`src/rtl/calc_requester.sv`:
```
// rtl/calc_requester.sv - request/response sequencer for an external 3-bit calculation datapath
//
// Accepts a host request (op, a, b), hands it to the datapath with dp_go held
// high until dp_done or a timeout, then presents the captured result alongside
// a locally computed reference and flags any disagreement.
//
// Ports:
//   clk, rst                  clock and asynchronous active-high reset
//   req_valid/req_ready       request handshake; req_op, req_a, req_b operands
//   dp_go, dp_op, dp_in1/2    command to the datapath (operands held registered)
//   dp_done, dp_out           datapath completion and result
//   rsp_valid/rsp_ack         response handshake
//   rsp_data, rsp_expected    captured result and reference result
//   rsp_mismatch, rsp_timeout response status flags
//   err_count                 saturating count of bad (mismatch/timeout) responses
module calc_requester #(
  parameter int unsigned TIMEOUT = 15
) (
  input  logic       clk,
  input  logic       rst,
  input  logic       req_valid,
  output logic       req_ready,
  input  logic [1:0] req_op,
  input  logic [2:0] req_a,
  input  logic [2:0] req_b,
  output logic       dp_go,
  output logic [1:0] dp_op,
  output logic [2:0] dp_in1,
  output logic [2:0] dp_in2,
  input  logic       dp_done,
  input  logic [2:0] dp_out,
  output logic       rsp_valid,
  input  logic       rsp_ack,
  output logic [2:0] rsp_data,
  output logic [2:0] rsp_expected,
  output logic       rsp_mismatch,
  output logic       rsp_timeout,
  output logic [7:0] err_count
);

  typedef enum logic [1:0] {IDLE, WAIT, RESP} state_t;

  // Counter value on the last WAIT cycle before a timeout is declared; the
  // counter starts at 0, so this yields exactly TIMEOUT cycles of dp_go.
  localparam logic [7:0] LAST_CNT = 8'(TIMEOUT - 1);

  state_t     state, state_nxt;
  logic [7:0] wait_cnt;
  logic [2:0] calc;
  logic       accept;
  logic       timeout_hit;
  logic       finish;
  logic       bad;

  assign req_ready   = (state == IDLE);
  assign dp_go       = (state == WAIT);
  assign rsp_valid   = (state == RESP);
  assign accept      = req_valid && req_ready;
  assign timeout_hit = (wait_cnt == LAST_CNT);
  assign finish      = (state == WAIT) && (dp_done || timeout_hit);
  // dp_done wins over a simultaneous timeout.
  assign bad         = dp_done ? (dp_out != calc) : 1'b1;

  always_comb begin
    calc = 3'd0;
    case (dp_op)
      2'b00:   calc = dp_in1 + dp_in2;
      2'b01:   calc = dp_in1 - dp_in2;
      2'b10:   calc = dp_in1 & dp_in2;
      default: calc = dp_in1 ^ dp_in2;
    endcase
  end

  always_comb begin
    state_nxt = state;
    case (state)
      IDLE:    if (req_valid) state_nxt = WAIT;
      WAIT:    if (dp_done || timeout_hit) state_nxt = RESP;
      RESP:    if (rsp_ack) state_nxt = IDLE;
      default: state_nxt = IDLE;
    endcase
  end

  always_ff @(posedge clk or posedge rst) begin
    if (rst) begin
      state <= IDLE;
    end else begin
      state <= state_nxt;
    end
  end

  always_ff @(posedge clk or posedge rst) begin
    if (rst) begin
      dp_op        <= 2'd0;
      dp_in1       <= 3'd0;
      dp_in2       <= 3'd0;
      wait_cnt     <= 8'd0;
      rsp_data     <= 3'd0;
      rsp_expected <= 3'd0;
      rsp_mismatch <= 1'b0;
      rsp_timeout  <= 1'b0;
      err_count    <= 8'd0;
    end else begin
      if (accept) begin
        dp_op    <= req_op;
        dp_in1   <= req_a;
        dp_in2   <= req_b;
        wait_cnt <= 8'd0;
      end else if (state == WAIT) begin
        wait_cnt <= wait_cnt + 8'd1;
      end

      // Response fields are only written on RESP entry so they hold while
      // the host applies backpressure.
      if (finish) begin
        rsp_expected <= calc;
        rsp_data     <= dp_done ? dp_out : 3'd0;
        rsp_timeout  <= !dp_done;
        rsp_mismatch <= dp_done && (dp_out != calc);
        if (bad && (err_count != 8'hFF)) begin
          err_count <= err_count + 8'd1;
        end
      end
    end
  end

endmodule
```
`config.mk`:
```
export PLATFORM = sky130hd
export DESIGN_NAME = calc_requester
export DESIGN_NICKNAME = d
export VERILOG_FILES = /design/src/rtl/calc_requester.sv
export SDC_FILE = /design/constraint.sdc
export NUM_CORES = 1
export LEC_CHECK = 0
export BUFFER_PORTS_ARGS = -buffer_cell sky130_fd_sc_hd__buf_4
export CORE_MARGIN = 2
export CORE_UTILIZATION = 35
export CTS_BUF_LIST = sky130_fd_sc_hd__clkbuf_16
export DETAILED_ROUTE_END_ITERATION = 7
export GPL_TIMING_DRIVEN = 1
export PLACE_DENSITY = 0.59
export SYNTH_ARGS = -nofsm -noshare
export SYNTH_HDL_FRONTEND = slang
export SYNTH_SLANG_ARGS = --single-unit
```
`constraint.sdc`:
```
create_clock -name clk -period 4.9 [get_ports clk]
set_clock_uncertainty 0.15 [all_clocks]
set_input_delay 0.49 -clock clk [delete_from_list [all_inputs] [get_ports clk]]
set_output_delay 0.49 -clock clk [all_outputs]
set_load 0.02 [all_outputs]
```
==> results of run 1 <==
per-layer routing:
layer	track usage	routed length (um)
met1	0.197	1810
met2	0.219	1670
met3	0.0438	198
met4	0.0545	57
met5	0	0
metrics by stage:
step	hold slack (ps)	util	setup slack [ps]	cell area (um2)
after global routing	245	0.463	1720	2350
after floorplan	294	-	1990	1830
after global placement	322	0.435	2000	2210
after detailed placement	324	0.435	1950	2210
after CTS	190	0.463	1920	2350
final	166	0.463	1950	2350
Yosys cell counts (2+ instances only):
cell       n
ha_1       8
nand4_1    2
xor2_1     2
mux2i_1    3
nor2_1     4
and3_1     6
nand3_1   15
o21ai_0   11
nand2_1   13
a32o_1     4
a21o_1     2
o211ai_1   2
inv_1     12
mux2_2     9
xnor2_1    8
nand2b_1   4
clkbuf_1   4
nor2b_1    2
dfrtp_1   34
o31ai_1    4
cell type report:
| class | count | area, um2 | share of cell area |
|---|---|---|---|
| timing repair buffer | 43 | 323 | 0.138 |
| tap | 70 | 87.6 | 0.0373 |
| clock inverter | 3 | 12.5 | 0.00533 |
| multi-input combinational | 116 | 903 | 0.385 |
| clock buffer | 5 | 125 | 0.0533 |
| inverter | 12 | 45.0 | 0.0192 |
| sequential | 34 | 851 | 0.362 |
cells by family after synthesis:
| logic type | Yosys count | synth area share |
|---|---|---|
| AND/OR/NAND/NOR | 52 | 0.157 |
| flip-flops | 34 | 0.465 |
| adder cells (fa/ha/maj) | 9 | 0.0656 |
| AO/OA/AOI/OAI | 31 | 0.132 |
| buffers and inverters | 18 | 0.0417 |
| XOR/XNOR | 11 | 0.0608 |
| multiplexers | 13 | 0.0779 |
where the power goes:
group          internal (uW)  switching, uW
clock network            183            109
registers                389            118
logic                    384            455
cells in the final DEF, fill, tap and decap left out, types with 2 or more instances in the layout:
cell type | Yosys | routed
a21o_1 | 2 | 2
a32o_1 | 4 | 4
and3_1 | 6 | 6
buf_4 | 0 | 43
clkbuf_16 | 0 | 5
dfrtp_1 | 34 | 34
ha_1 | 8 | 8
inv_1 | 12 | 13
mux2_2 | 9 | 9
mux2i_1 | 3 | 3
nand2_1 | 13 | 13
nand2b_1 | 4 | 4
nand3_1 | 15 | 15
nand4_1 | 2 | 2
nor2_1 | 4 | 4
nor2b_1 | 2 | 2
o211ai_1 | 2 | 2
o21ai_0 | 11 | 11
o31ai_1 | 4 | 4
xnor2_1 | 8 | 8
xor2_1 | 2 | 2
worst reg2reg max path, stage by stage, from the launching register on:
cell	delay [ps]
dfrtp_1	400
inv_1	70
ha_1	270
o21ai_0	70
o31ai_1	110
fa_1	410
xor2_1	250
xor3_1	290
o211ai_2	210
nand4_4	160
nand2_2	110
mux2_1	310
flip-flops by register name (all words and copies together) (netlist names):
signal,count
err_count,8
wait_cnt,8
dp_in1,3
dp_in2,3
rsp_data,3
rsp_expected,3
dp_op,2
state,2
rsp_mismatch,1
rsp_timeout,1
worst min path at each step:
stage	start	endpoint	cells after the start
finish	rst	wait_cnt[7]	3
CTS	rst	dp_op[1]	3
global placement	rsp_expected[0]	rsp_expected[0]	1
global route	rst	rsp_data[2]	3
detailed placement	wait_cnt[7]	wait_cnt[7]	1
floorplan	wait_cnt[7]	wait_cnt[7]	1
==> flow_summary_export.csv, run 1 <==
group,metric,value,unit
pwr,power.total,1640,uW
critical_path,r2r_setup_slack,1950,ps
cts,postCtsResizedCells,0,
timing,final-setup-viol-count,0,
critical_path,worst-path-max-fanout,7,
logic_synthesis,syn_inst,168,
timing,slew_headroom,0.556,
logic_synthesis,synth_top_area_share,0.465,
floorplanning,die-width,76.3,um
critical_path,r2r_start,"dp_in2[0]",
cts,clock_latency,270,ps
drt,viasPerCell,4.90,
floorplanning,die_area,0.00582,mm2
global_routing,grt_pass1_vias,1442,
critical_path,slowest_stage,"fa_1",
logic_synthesis,synthTopCellsByArea,"dfrtp_1, mux2_2, ha_1",
global_routing,track_usage,0.145,
timing,hold_viol_final,0,
critical_path,crit_end,"err_count[1]",
logic_synthesis,synth_top_cell_by_area,"dfrtp_1",
floorplanning,core,0.00507,mm2
placed_design,place_inst,275,
placed_design,dpl.hpwl,2.73,mm
final_layout,num_antenna_cells,0,
logic_synthesis,avgSynthCellArea,10.9,um2
drt,firstDrtPassIters,4,
critical_path,cp_cell_sequence,"inv_1 -> ha_1 -> o21ai_0 -> o31ai_1 -> fa_1 -> xor2_1 -> xor3_1 -> o211ai_2 -> nand4_4 -> nand2_2 -> mux2_1",
placed_design,port_buffers,42,
critical_path,startpoint_type,"register",
cts,cts_hold_buf,0,
run_status,status,"complete, no violations",
critical_path,path_buf_inv,1,
final_layout,stdcell_count,283,
critical_path,worst-path-stages,11,
logic_synthesis,syn-num-nets,193,
timing,fin_crit_sh,0.601,
global_routing,grt_pass1_wl,6.81,mm
cts,cts_setup_buffers,0,
global_routing,grt_max_degree,35,
drt,num_vias,1386,
final_layout,fillers,505,
logic_synthesis,synth_edf_count,0,
drt,drc,0,
cts,tritoncts,"yes",
critical_path,crit_start,"dp_in2[0]",
logic_synthesis,ys_warn_count,0,
timing,layout_min_cycle_time,2950,ps
pwr,ir_drop,306,uV
critical_path,rr_worst_depth,11,
logic_synthesis,async_reset_ff_frac,1.00,
hold_path,hp-class,"in2async",
cts,cts.sinks,34,
timing,tightest_slew,665,ps
cts,root_buffer,"clkbuf_16",
drt,drt_iter0_drc,67,
cts,cts_buffers,5,
logic_synthesis,synth_flop_cell,"dfrtp_1",
critical_path,slowest_delay,410,ps
job,cap_violations,0,
timing,fin_tns_setup,0,ps
logic_synthesis,synth_seq_area_share,0.465,
drt,totalWireLength,3.74,mm
critical_path,critPathRequiredTime,4900,ps
final_layout,drive_gt1_frac,0.305,
timing,rsz0062_at_grt,"false",
critical_path,cp_top_family,"adder cells",
pwr,p_leak,0.00113,uW
global_routing,grt_overflow,0,
floorplanning,io_pins,43,
floorplanning,rows,26,
cts,clk_pin_slew,50,ps
drt,detail_route.wl_per_cell,13.2,um
logic_synthesis,synth_seq_cells,34,
final_layout,syn_to_final_growth,28.2,%
logic_synthesis,synthDistinctLibCells,39,
critical_path,timing.rr.end,"err_count[1]",
floorplanning,chipHeight,76.3,um
critical_path,cp.arrival,2950,ps
timing,drv_slew,0,
global_routing,antenna_found_initial,0,
placed_design,place.gp.congestion,0.803,
final_layout,layout.nets,237,
critical_path,crit_type,"reg2reg",
floorplanning,start_util,0.361,
drt,antenna_left,0,
cts,cts.path.max_buffers,2,
cts,cts_max_level,2,
critical_path,crit_path_end_kind,"register",
pwr,power_density,698,mW/mm2
logic_synthesis,synth_area,0.00183,mm2
timing,fmax,339,MHz
Power figures use the tool's default switching activity.
==> run 2, diff against run 1 <==
- ABC_AREA: unset -> 1
- PLACE_DENSITY: 0.59 -> 0.61
- clock period: 4.9 -> 2.4 ns (I/O delays scaled with it)
==> flow_summary_export.csv, run 2 <==
group,metric,value,unit
logic_synthesis,synth_top_cell_by_area,"dfrtp_1",
logic_synthesis,synth_top_area_share,0.444,
critical_path,cp.arrival,2430,ps
final_layout,stdcell_area,0.00261,mm2
cts,cts.sinks,34,
timing,fin_crit_sh,0.985,
timing,final-setup-viol-count,0,
logic_synthesis,syn_inst,234,
floorplanning,chipHeight,78.0,um
drt,drt_iter0_drc,84,
global_routing,grt_pass1_wl,7.18,mm
final_layout,syn_to_final_growth,35.9,%
drt,totalWireLength,4.22,mm
critical_path,worst-path-max-fanout,8,
critical_path,crit_type,"reg2reg",
cts,cts.path.max_buffers,2,
job,cap_violations,0,
critical_path,r2r_start,"dp_in2[1]",
drt,firstDrtPassIters,4,
final_layout,layout.nets,318,
hold_path,hp-class,"in2reg",
pwr,p_leak,0.00136,uW
cts,clk_pin_slew,50,ps
logic_synthesis,synthTopCellsByCount,"nand2_1, dfrtp_1, inv_1",
pwr,ir_drop,607,uV
logic_synthesis,synth_edf_count,0,
logic_synthesis,synth_most_common_cell,"nand2_1",
drt,num_vias,1685,
critical_path,critPathRequiredTime,2460,ps
hold_path,holdPathStages,3,
floorplanning,io_pins,43,
logic_synthesis,synth_seq_area_share,0.444,
pwr,power.total,3540,uW
timing,worst_slack,36.9,ps
hold_path,min_to,"dp_op[1]",
hold_path,hp-start,"req_op[1]",
floorplanning,die-width,78.0,um
drt,antenna_left,0,
timing,rsz0062_at_grt,"true",
cts,root_buffer,"clkbuf_16",
final_layout,drive_gt1_frac,0.324,
cts,cts_buffers,5,
placed_design,dpl.hpwl,3.08,mm
floorplanning,core,0.00520,mm2
timing,layout_min_cycle_time,2360,ps
drt,detail_route.wl_per_cell,11.6,um
drt,viasPerCell,4.64,
global_routing,antenna_found_initial,0,
critical_path,r2r_setup_slack,40,ps
pwr,p_comb_frac,0.562,
floorplanning,rows,26,
final_layout,fin_util,0.501,
final_layout,mostFrequentLayoutCell,"nand2_1",
run_status,status,"complete, no violations",
timing,hold_viol_final,0,
final_layout,num_antenna_cells,0,
floorplanning,die_area,0.00609,mm2
cts,clock_latency,280,ps
pwr,p_sw,1590,uW
logic_synthesis,synth_seq_cells,34,
logic_synthesis,ys_warn_count,0,
critical_path,rr_worst_depth,13,
placed_design,place.gp.congestion,0.843,
timing,slew_headroom,0.626,
pwr,internal_power,1960,uW
drt,drc,0,
final_layout,final_cell_mix,"nand2_1, buf_4, inv_1, dfrtp_1",
critical_path,startpoint_type,"register",
cts,tritoncts,"yes",
critical_path,timing.rr.end,"err_count[3]",
logic_synthesis,syn-num-nets,259,
final_layout,reg_top3,"err_count: 8 flops, wait_cnt: 8 flops",
placed_design,port_buffers,42,
global_routing,grt_max_degree,35,
timing,drv_slew,0,
pwr,power_density,1360,mW/mm2
global_routing,grt_overflow,0,
floorplanning,start_util,0.369,
cts,cts_max_level,2,
logic_synthesis,avgSynthCellArea,8.20,um2
pwr,pwr-share-clk,0.167,
logic_synthesis,synth_area,0.00192,mm2
logic_synthesis,synthTopCellsByArea,"dfrtp_1, nand2_1, inv_1",
global_routing,grt_pass1_vias,1560,
logic_synthesis,synth_flop_cell,"dfrtp_1",
placed_design,dp_slack,-38.6,ps
pwr,sequentialPowerShare,0.271,
global_routing,track_usage,0.149,
critical_path,crit_path_end_kind,"register",
timing,tightest_slew,561,ps
placed_design,placed_area,0.00237,mm2
pwr,switching_share,0.448,
logic_synthesis,async_reset_ff_frac,1.00,
logic_synthesis,synthDistinctLibCells,31,
timing,fmax,423,MHz
## run 2: logic make-up (layout without fill, tap and decap cells)
kind of cell / after synthesis / after routing / share of synthesized area
AO/OA/AOI/OAI: 28 / 28 / 0.0881
XOR/XNOR: 6 / 6 / 0.0274
adder cells (fa/ha/maj): 9 / 9 / 0.0626
buffers and inverters: 38 / 96 / 0.0744
flip-flops: 34 / 34 / 0.444
multiplexers: 1 / 1 / 0.00522
AND/OR/NAND/NOR: 118 / 119 / 0.299
## run 2: how the worst max path moves through the flow
stage | from | to | slack (ps) | cells after the start
global route | dp_in2[1] | err_count[5] | -100 | 17
global placement | dp_in2[1] | err_count[6] | -20 | 16
detailed placement | dp_in2[1] | err_count[6] | -40 | 16
floorplan | dp_in2[0] | err_count[7] | 30 | 17
finish | dp_in2[1] | err_count[3] | 40 | 13
CTS | dp_in2[1] | err_count[6] | 7 | 17
## run 2: area by class of cell
cell class                      count  area (um2)
Tap cell                           70        87.6
Fill cell                         509        2600
Timing Repair Buffer               53         403
Sequential cell                    34         853
Clock inverter                      2        7.51
Inverter                           36         138
Multi-Input combinational cell    163         993
Clock buffer                        5         125
## run 2: through the flow
stage               TNS [ps]  hold slack, ps  std cells
floorplan                  0             176        234
global placement        -115             228        350
detailed placement      -282             228        350
CTS                        0            12.8        360
global route            -671            28.8        363
finish                     0            18.3        363
## run 2: layer usage
metal	routed length, um	global-route usage	vias up
met5	0	0	-
met4	72	0.0667	0
met3	175	0.0356	5
met2	1860	0.227	36
met1	2110	0.202	776
li1	-	-	868
## run 2: critical path, stage by stage, from the launching register on
cell and delay, ps:
dfrtp_2 420, inv_4 80, ha_4 200, nand2_2 50, o21ai_2 60, fa_2 530, nand2_2 60, nand4_1 100
nand2_2 70, nor2_4 150, nand4_4 160, nand2_4 150, nand2_1 60, nand2_1 60
## run 2: power groups by stage
stage                     Combinational, uW  Sequential, uW  Clock, uW
after floorplan                        1020            1140          0
after global placement                 1800             961          0
after detailed placement               1810             961          0
after CTS                              1870             956        608
after global routing                   2210             996        628
final                                  1990             962        591
## run 2: timing repair
action	CTS	global route
endpoints found under the setup margin	8	8
gates resized for setup	2	13
setup buffers	0	3
hold endpoints to repair	35	0
pin swaps	3	12
hold buffers	2	0
gates cloned	1	0
